## config.mk

```make
export PLATFORM = sky130hd
export DESIGN_NAME = decode_stage
export DESIGN_NICKNAME = d
export VERILOG_FILES = /design/src/rtl/decode_stage.sv
export SDC_FILE = /design/constraint.sdc
export NUM_CORES = 1
export LEC_CHECK = 0
export ABC_AREA = 1
export BUFFER_PORTS_ARGS = -buffer_cell sky130_fd_sc_hd__buf_2
export CAP_MARGIN = 10
export CORE_AREA = 2 2 179 181
export CTS_CLUSTER_SIZE = 24
export DETAILED_ROUTE_END_ITERATION = 7
export DIE_AREA = 0 0 181 183
export PLACE_DENSITY = 0.58
export SLEW_MARGIN = 20
export SYNTH_ARGS = -nofsm -noshare
export SYNTH_HDL_FRONTEND = slang
export SYNTH_SLANG_ARGS = --single-unit
```

## constraint.sdc

```tcl
create_clock -name clk -period 1.38 [get_ports clk]
set_input_delay 0.276 -clock clk [delete_from_list [all_inputs] [get_ports clk]]
set_output_delay 0.276 -clock clk [all_outputs]
set_load 0.01 [all_outputs]
```

## src/rtl/decode_stage.sv

```systemverilog
// RV32I decode stage: combinational decode of the incoming instruction feeding a
// 2-entry skid buffer so in_ready depends only on registered state.
module decode_stage #(
   parameter logic [31:0] RESET_PC = 32'h0000_0000
) (
   input  logic        clk,
   input  logic        rst_n,
   input  logic        flush,
   input  logic        in_valid,
   output logic        in_ready,
   input  logic [31:0] in_inst,
   input  logic [31:0] in_pc,
   output logic        out_valid,
   input  logic        out_ready,
   output logic [31:0] out_pc,
   output logic [2:0]  alu_op,
   output logic [6:0]  funct7,
   output logic [4:0]  shamt,
   output logic        is_r_type,
   output logic [4:0]  rs1,
   output logic [4:0]  rs2,
   output logic [4:0]  rd,
   output logic [31:0] imm,
   output logic        use_imm,
   output logic        reg_write,
   output logic        illegal
);

   localparam logic [6:0] OPC_OP     = 7'b0110011;
   localparam logic [6:0] OPC_OPIMM  = 7'b0010011;
   localparam logic [6:0] OPC_LOAD   = 7'b0000011;
   localparam logic [6:0] OPC_STORE  = 7'b0100011;
   localparam logic [6:0] OPC_BRANCH = 7'b1100011;
   localparam logic [6:0] OPC_LUI    = 7'b0110111;
   localparam logic [6:0] OPC_AUIPC  = 7'b0010111;
   localparam logic [6:0] OPC_JAL    = 7'b1101111;
   localparam logic [6:0] OPC_JALR   = 7'b1100111;

   typedef enum logic [1:0] {S_EMPTY, S_ONE, S_TWO} state_t;

   typedef struct packed {
      logic [31:0] pc;
      logic [2:0]  alu_op;
      logic [6:0]  funct7;
      logic [4:0]  shamt;
      logic        is_r_type;
      logic [4:0]  rs1;
      logic [4:0]  rs2;
      logic [4:0]  rd;
      logic [31:0] imm;
      logic        use_imm;
      logic        reg_write;
      logic        illegal;
   } dec_t;

   localparam dec_t RESET_ENTRY = '{pc: RESET_PC, default: '0};

   state_t state_q, state_d;
   dec_t   out_q, out_d, skid_q, skid_d, dec;
   logic   accept, rel;

   logic [6:0]  opcode, f7;
   logic [2:0]  f3;
   logic [31:0] imm_i, imm_s, imm_b, imm_u, imm_j;
   logic        f7_ok;

   assign opcode = in_inst[6:0];
   assign f3     = in_inst[14:12];
   assign f7     = in_inst[31:25];
   assign imm_i  = {{20{in_inst[31]}}, in_inst[31:20]};
   assign imm_s  = {{20{in_inst[31]}}, in_inst[31:25], in_inst[11:7]};
   assign imm_b  = {{19{in_inst[31]}}, in_inst[31], in_inst[7], in_inst[30:25], in_inst[11:8], 1'b0};
   assign imm_u  = {in_inst[31:12], 12'h000};
   assign imm_j  = {{11{in_inst[31]}}, in_inst[31], in_inst[19:12], in_inst[20], in_inst[30:21], 1'b0};
   // 0100000 is only a valid modifier for SUB and SRA/SRAI
   assign f7_ok  = (f7 == 7'b0000000) ||
                   ((f7 == 7'b0100000) && ((f3 == 3'b000) || (f3 == 3'b101)));

   always_comb begin
      dec       = '0;
      dec.pc    = in_pc;
      dec.shamt = in_inst[24:20];
      dec.rs1   = in_inst[19:15];
      dec.rs2   = in_inst[24:20];
      dec.rd    = in_inst[11:7];
      unique case (opcode)
         OPC_OP: begin
            dec.alu_op    = f3;
            dec.funct7    = f7;
            dec.is_r_type = 1'b1;
            dec.reg_write = 1'b1;
            dec.illegal   = !f7_ok;
         end
         OPC_OPIMM: begin
            dec.alu_op    = f3;
            dec.imm       = imm_i;
            dec.use_imm   = 1'b1;
            dec.reg_write = 1'b1;
            if ((f3 == 3'b001) || (f3 == 3'b101)) begin
               dec.funct7  = f7;
               dec.illegal = !f7_ok;
            end
         end
         OPC_LOAD: begin
            dec.imm       = imm_i;
            dec.use_imm   = 1'b1;
            dec.reg_write = 1'b1;
         end
         OPC_STORE: begin
            dec.imm     = imm_s;
            dec.use_imm = 1'b1;
         end
         OPC_BRANCH: begin
            dec.imm = imm_b;
            unique case (f3[2:1])
               2'b00:   dec.alu_op = 3'b100;
               2'b10:   dec.alu_op = 3'b010;
               2'b11:   dec.alu_op = 3'b011;
               default: dec.illegal = 1'b1;
            endcase
         end
         OPC_LUI, OPC_AUIPC: begin
            dec.imm       = imm_u;
            dec.use_imm   = 1'b1;
            dec.reg_write = 1'b1;
         end
         OPC_JAL: begin
            dec.imm       = imm_j;
            dec.use_imm   = 1'b1;
            dec.reg_write = 1'b1;
         end
         OPC_JALR: begin
            dec.imm       = imm_i;
            dec.use_imm   = 1'b1;
            dec.reg_write = 1'b1;
            dec.illegal   = (f3 != 3'b000);
         end
         default: dec.illegal = 1'b1;
      endcase
      if (dec.illegal) dec.reg_write = 1'b0;
   end

   assign in_ready  = (state_q != S_TWO);
   assign out_valid = (state_q != S_EMPTY);
   assign accept    = in_valid & in_ready;
   assign rel       = out_valid & out_ready;

   always_comb begin
      state_d = state_q;
      out_d   = out_q;
      skid_d  = skid_q;
      if (flush) begin
         state_d = S_EMPTY;
      end else begin
         unique case (state_q)
            S_EMPTY: if (accept) begin
               out_d   = dec;
               state_d = S_ONE;
            end
            S_ONE: begin
               if (accept && rel) begin
                  out_d = dec;
               end else if (accept) begin
                  skid_d  = dec;
                  state_d = S_TWO;
               end else if (rel) begin
                  state_d = S_EMPTY;
               end
            end
            S_TWO: if (rel) begin
               out_d   = skid_q;
               state_d = S_ONE;
            end
            default: state_d = S_EMPTY;
         endcase
      end
   end

   always_ff @(posedge clk or negedge rst_n) begin
      if (!rst_n) begin
         state_q <= S_EMPTY;
         out_q   <= RESET_ENTRY;
         skid_q  <= '0;
      end else begin
         state_q <= state_d;
         out_q   <= out_d;
         skid_q  <= skid_d;
      end
   end

   assign out_pc    = (state_q == S_EMPTY) ? RESET_PC : out_q.pc;
   assign alu_op    = out_q.alu_op;
   assign funct7    = out_q.funct7;
   assign shamt     = out_q.shamt;
   assign is_r_type = out_q.is_r_type;
   assign rs1       = out_q.rs1;
   assign rs2       = out_q.rs2;
   assign rd        = out_q.rd;
   assign imm       = out_q.imm;
   assign use_imm   = out_q.use_imm;
   assign reg_write = out_q.reg_write;
   assign illegal   = out_q.illegal;

endmodule

```

==> metrics.yaml <==
run_status:
  outcome: "complete, but fails checks"
  failed_checks: "negative setup slack"
logic_synthesis:
  postSynthCellCount: 1151
  yosysUniqueCellTypes: 31
  ys_seq_elements: 188
  syn_area_um2: 9210
  ys_warn_count: 0
  synth_fp_nets: 1220
  syn_avg_cell_area_um2: 8.00
  ys_seq_area_share_pct: 51.1
die:
  fp.dieW_um: 181
  ios: 169
  std_cell_rows: 65
  dieHeight_um: 183
  initial_core_util_pct: 29.5
  core_um2: 31200
  dieArea_um2: 33100
setup_path:
  reg2reg_depth: 10
  cp_num_buf_inv: 5
  reg2reg_slack_ps: -370
  worstPathRequired_ps: 1100
  endpoint_kind: "output pin"
  reg2reg_from: "state_q[0]"
  cp_top_family: "buffers and inverters"
  crit_top_cell: "buf_12"
  reg2reg_to: "illegal"
  worstPathCellList: "inv_2 -> nand2_4 -> inv_4 -> buf_12 -> buf_12 -> nor2_2 -> buf_2"
  critPathKind: "reg -> out"
  critPathMaxFanout: 7
  slowest_delay_ps: 400
  critPathSlowestCell: "dfrtp_1"
  startpoint_type: "flip-flop"
  cp.arrival_ps: 1540
placed_design:
  dp_slack_ps: -293
  gp_congestion: 0.811
  placed_cells: 1674
  dpl.hpwl_um: 18500
  dpl_cell_area_um2: 10700
  io_buffer_count: 168
cts:
  htree_num_levels: 4
  clk_latency_ps: 460
  cts_tree: "done"
  clock_path_buffers: 2
  clkSinkCount: 188
  root_buffer: "clkbuf_16"
  cts_buffers: 17
  clk_pin_slew_ps: 80
worst_hold_path:
  hold_start: "in_pc[4]"
  hold_class: "in -> reg"
  hold_path_end: "skid_q[70]"
  whs_path_depth: 3
drt:
  antenna_left: 0
  drt_iter0_drc: 537
  firstDrtPassIters: 5
  vias_per_cell: 4.87
  vias: 8822
  drc: 0
  wirelength_um: 33600
  avgRoutedWirePerCell_um: 18.6
global_route:
  grt_pass1_wl_um: 52100
  overflow: 0
  grt_util_all_layers_pct: 20.6
  grt_max_degree: 44
  grt_pass1_vias: 8826
  grt_antenna_before_repair: 2
timing:
  min_period_ps: 1820
  finalSetupTns_ps: -57380
  layout_setup_ws_ps: -436
  slew_viol_final: 0
  min_period_over_period_pct: 132
  hold_viol_final: 0
  finalSetupViolations: 222
  hold_slack_ps: 40.3
  relSlewSlack_pct: 73.9
  worstMarginPinSlew_ps: 390
  fmax_mhz: 551
  rsz0062_at_grt: "true"
  worst_clock_skew_ps: 10.6
layout:
  fin_cells: 1810
  nFillCells: 2955
  fin_nets: 1463
  area_growth_syn_to_layout_pct: 54.7
  layout-drive-gt1-share_pct: 42.6
  final_area_um2: 14200
power_and_ir_drop:
  power_leakage_nw: 7.14
  irDropWorstVdd_mv: 0.989
  p_per_area_nw_per_um2: 1210
job:
  max_cap_viol_count: 0
[stage by stage]
stage / util [%] / total power [W]
floorplan: - / 0.00943
global placement: 34.2 / 0.0105
detailed placement: 34.2 / 0.0106
CTS: 44.7 / 0.0171
global route: 45.6 / 0.0182
finish: 45.6 / 0.0173
[registers in the layout (all words and copies together), names as in the netlist]
name / count
imm: 32
rd: 5
skid_q: 93
state_q: 2
is_r_type: 1
funct7: 7
rs1: 5
reg_write: 1
alu_op: 3
use_imm: 1
illegal: 1
out_q: 32
shamt: 5
[worst max-delay path by stage]
stage                          start          to  slack (ps)  depth (start not counted)
final                     state_q[0]  out_pc[25]        -440                          7
after global routing      state_q[0]  out_pc[25]        -490                          7
after CTS                 state_q[0]  out_pc[22]        -440                          7
after detailed placement  in_inst[4]   funct7[5]        -290                         10
after global placement    in_inst[4]   funct7[5]        -290                         10
after floorplan           state_q[1]  skid_q[14]         -10                          7
[power breakdown]
| group | switching [W] | leakage [nW] | internal [W] |
|---|---|---|---|
| Clock | 0.00268 | 0.293 | 0.00248 |
| Sequential | 0.000541 | 2.41 | 0.00676 |
| Combinational | 0.00258 | 4.44 | 0.00222 |
[layout make-up]
type	instances	area (um2)	area share, %
antenna	1	2.50	0.0176
timing repair inverter	2	46.3	0.325
inverter	134	539	3.79
timing repair buffer	348	3880	27.3
sequential	188	4700	33.0
tap	402	503	3.53
multi-input combinational	703	3940	27.7
clock inverter	15	188	1.32
clock buffer	17	425	2.99
[cell families (layout without fill, tap and decap cells)]
group / count (synthesis) / count (layout) / share of synthesized area [%]
simple gates: 415 / 415 / 17.8
compound gates: 287 / 287 / 17.1
buf+inv: 260 / 516 / 13.9
flops: 188 / 188 / 51.1
xor+xnor: 1 / 1 / 0.0952
other cells: 0 / 1 / 0
[per-layer routing]
layer / vias to the layer above / part of all wire (%) / wire length, um / track usage, %
li1: 4130 / - / - / -
met1: 4324 / 42 / 14200 / 26.1
met2: 297 / 48 / 16200 / 34.0
met3: 69 / 6.7 / 2240 / 5.38
met4: 2 / 2.9 / 991 / 7.71
met5: - / 0.039 / 13 / 0
[worst min-delay path, stage by stage]
cell     delay [ps]
buf_2            90
nand2_2          50
o21ai_2          40
[synthesized netlist by cell type (all sizes together)]
cell type | count | share of area [%]
a21boi | 1 | 0.082
a21oi | 42 | 2.3
a2bb2oi | 1 | 0.095
buf | 93 | 7.1
clkbuf | 33 | 1.3
dfrtp | 188 | 51
inv | 134 | 5.5
nand2 | 321 | 13
nand3 | 31 | 1.7
nand4 | 1 | 0.068
nor2 | 59 | 2.6
nor3 | 2 | 0.11
o211ai | 33 | 2.8
o21a | 6 | 0.49
o21ai | 198 | 11
o22ai | 5 | 0.34
o31ai | 1 | 0.082
or2 | 1 | 0.068
xor2 | 1 | 0.095
[cell usage in the layout, fill, tap and decap left out, drive strengths merged, types with 2 or more instances in the layout]
master,n
nor3,2
o211ai,33
nor2,59
buf,343
nand3,31
clkinv,8
o21ai,198
o21a,6
inv,142
clkbuf,20
a21oi,42
o22ai,5
nand2,321
dfrtp,188
[repair_timing]
item	4_1_cts	5_1_grt
resized for setup	358	120
hold endpoints to repair	24	0
hold buffers	1	0
pin swaps	46	33
endpoints found under the setup margin	191	222
buffers inserted	53	17
gates cloned	47	2
(Power assumes the default switching activity.)
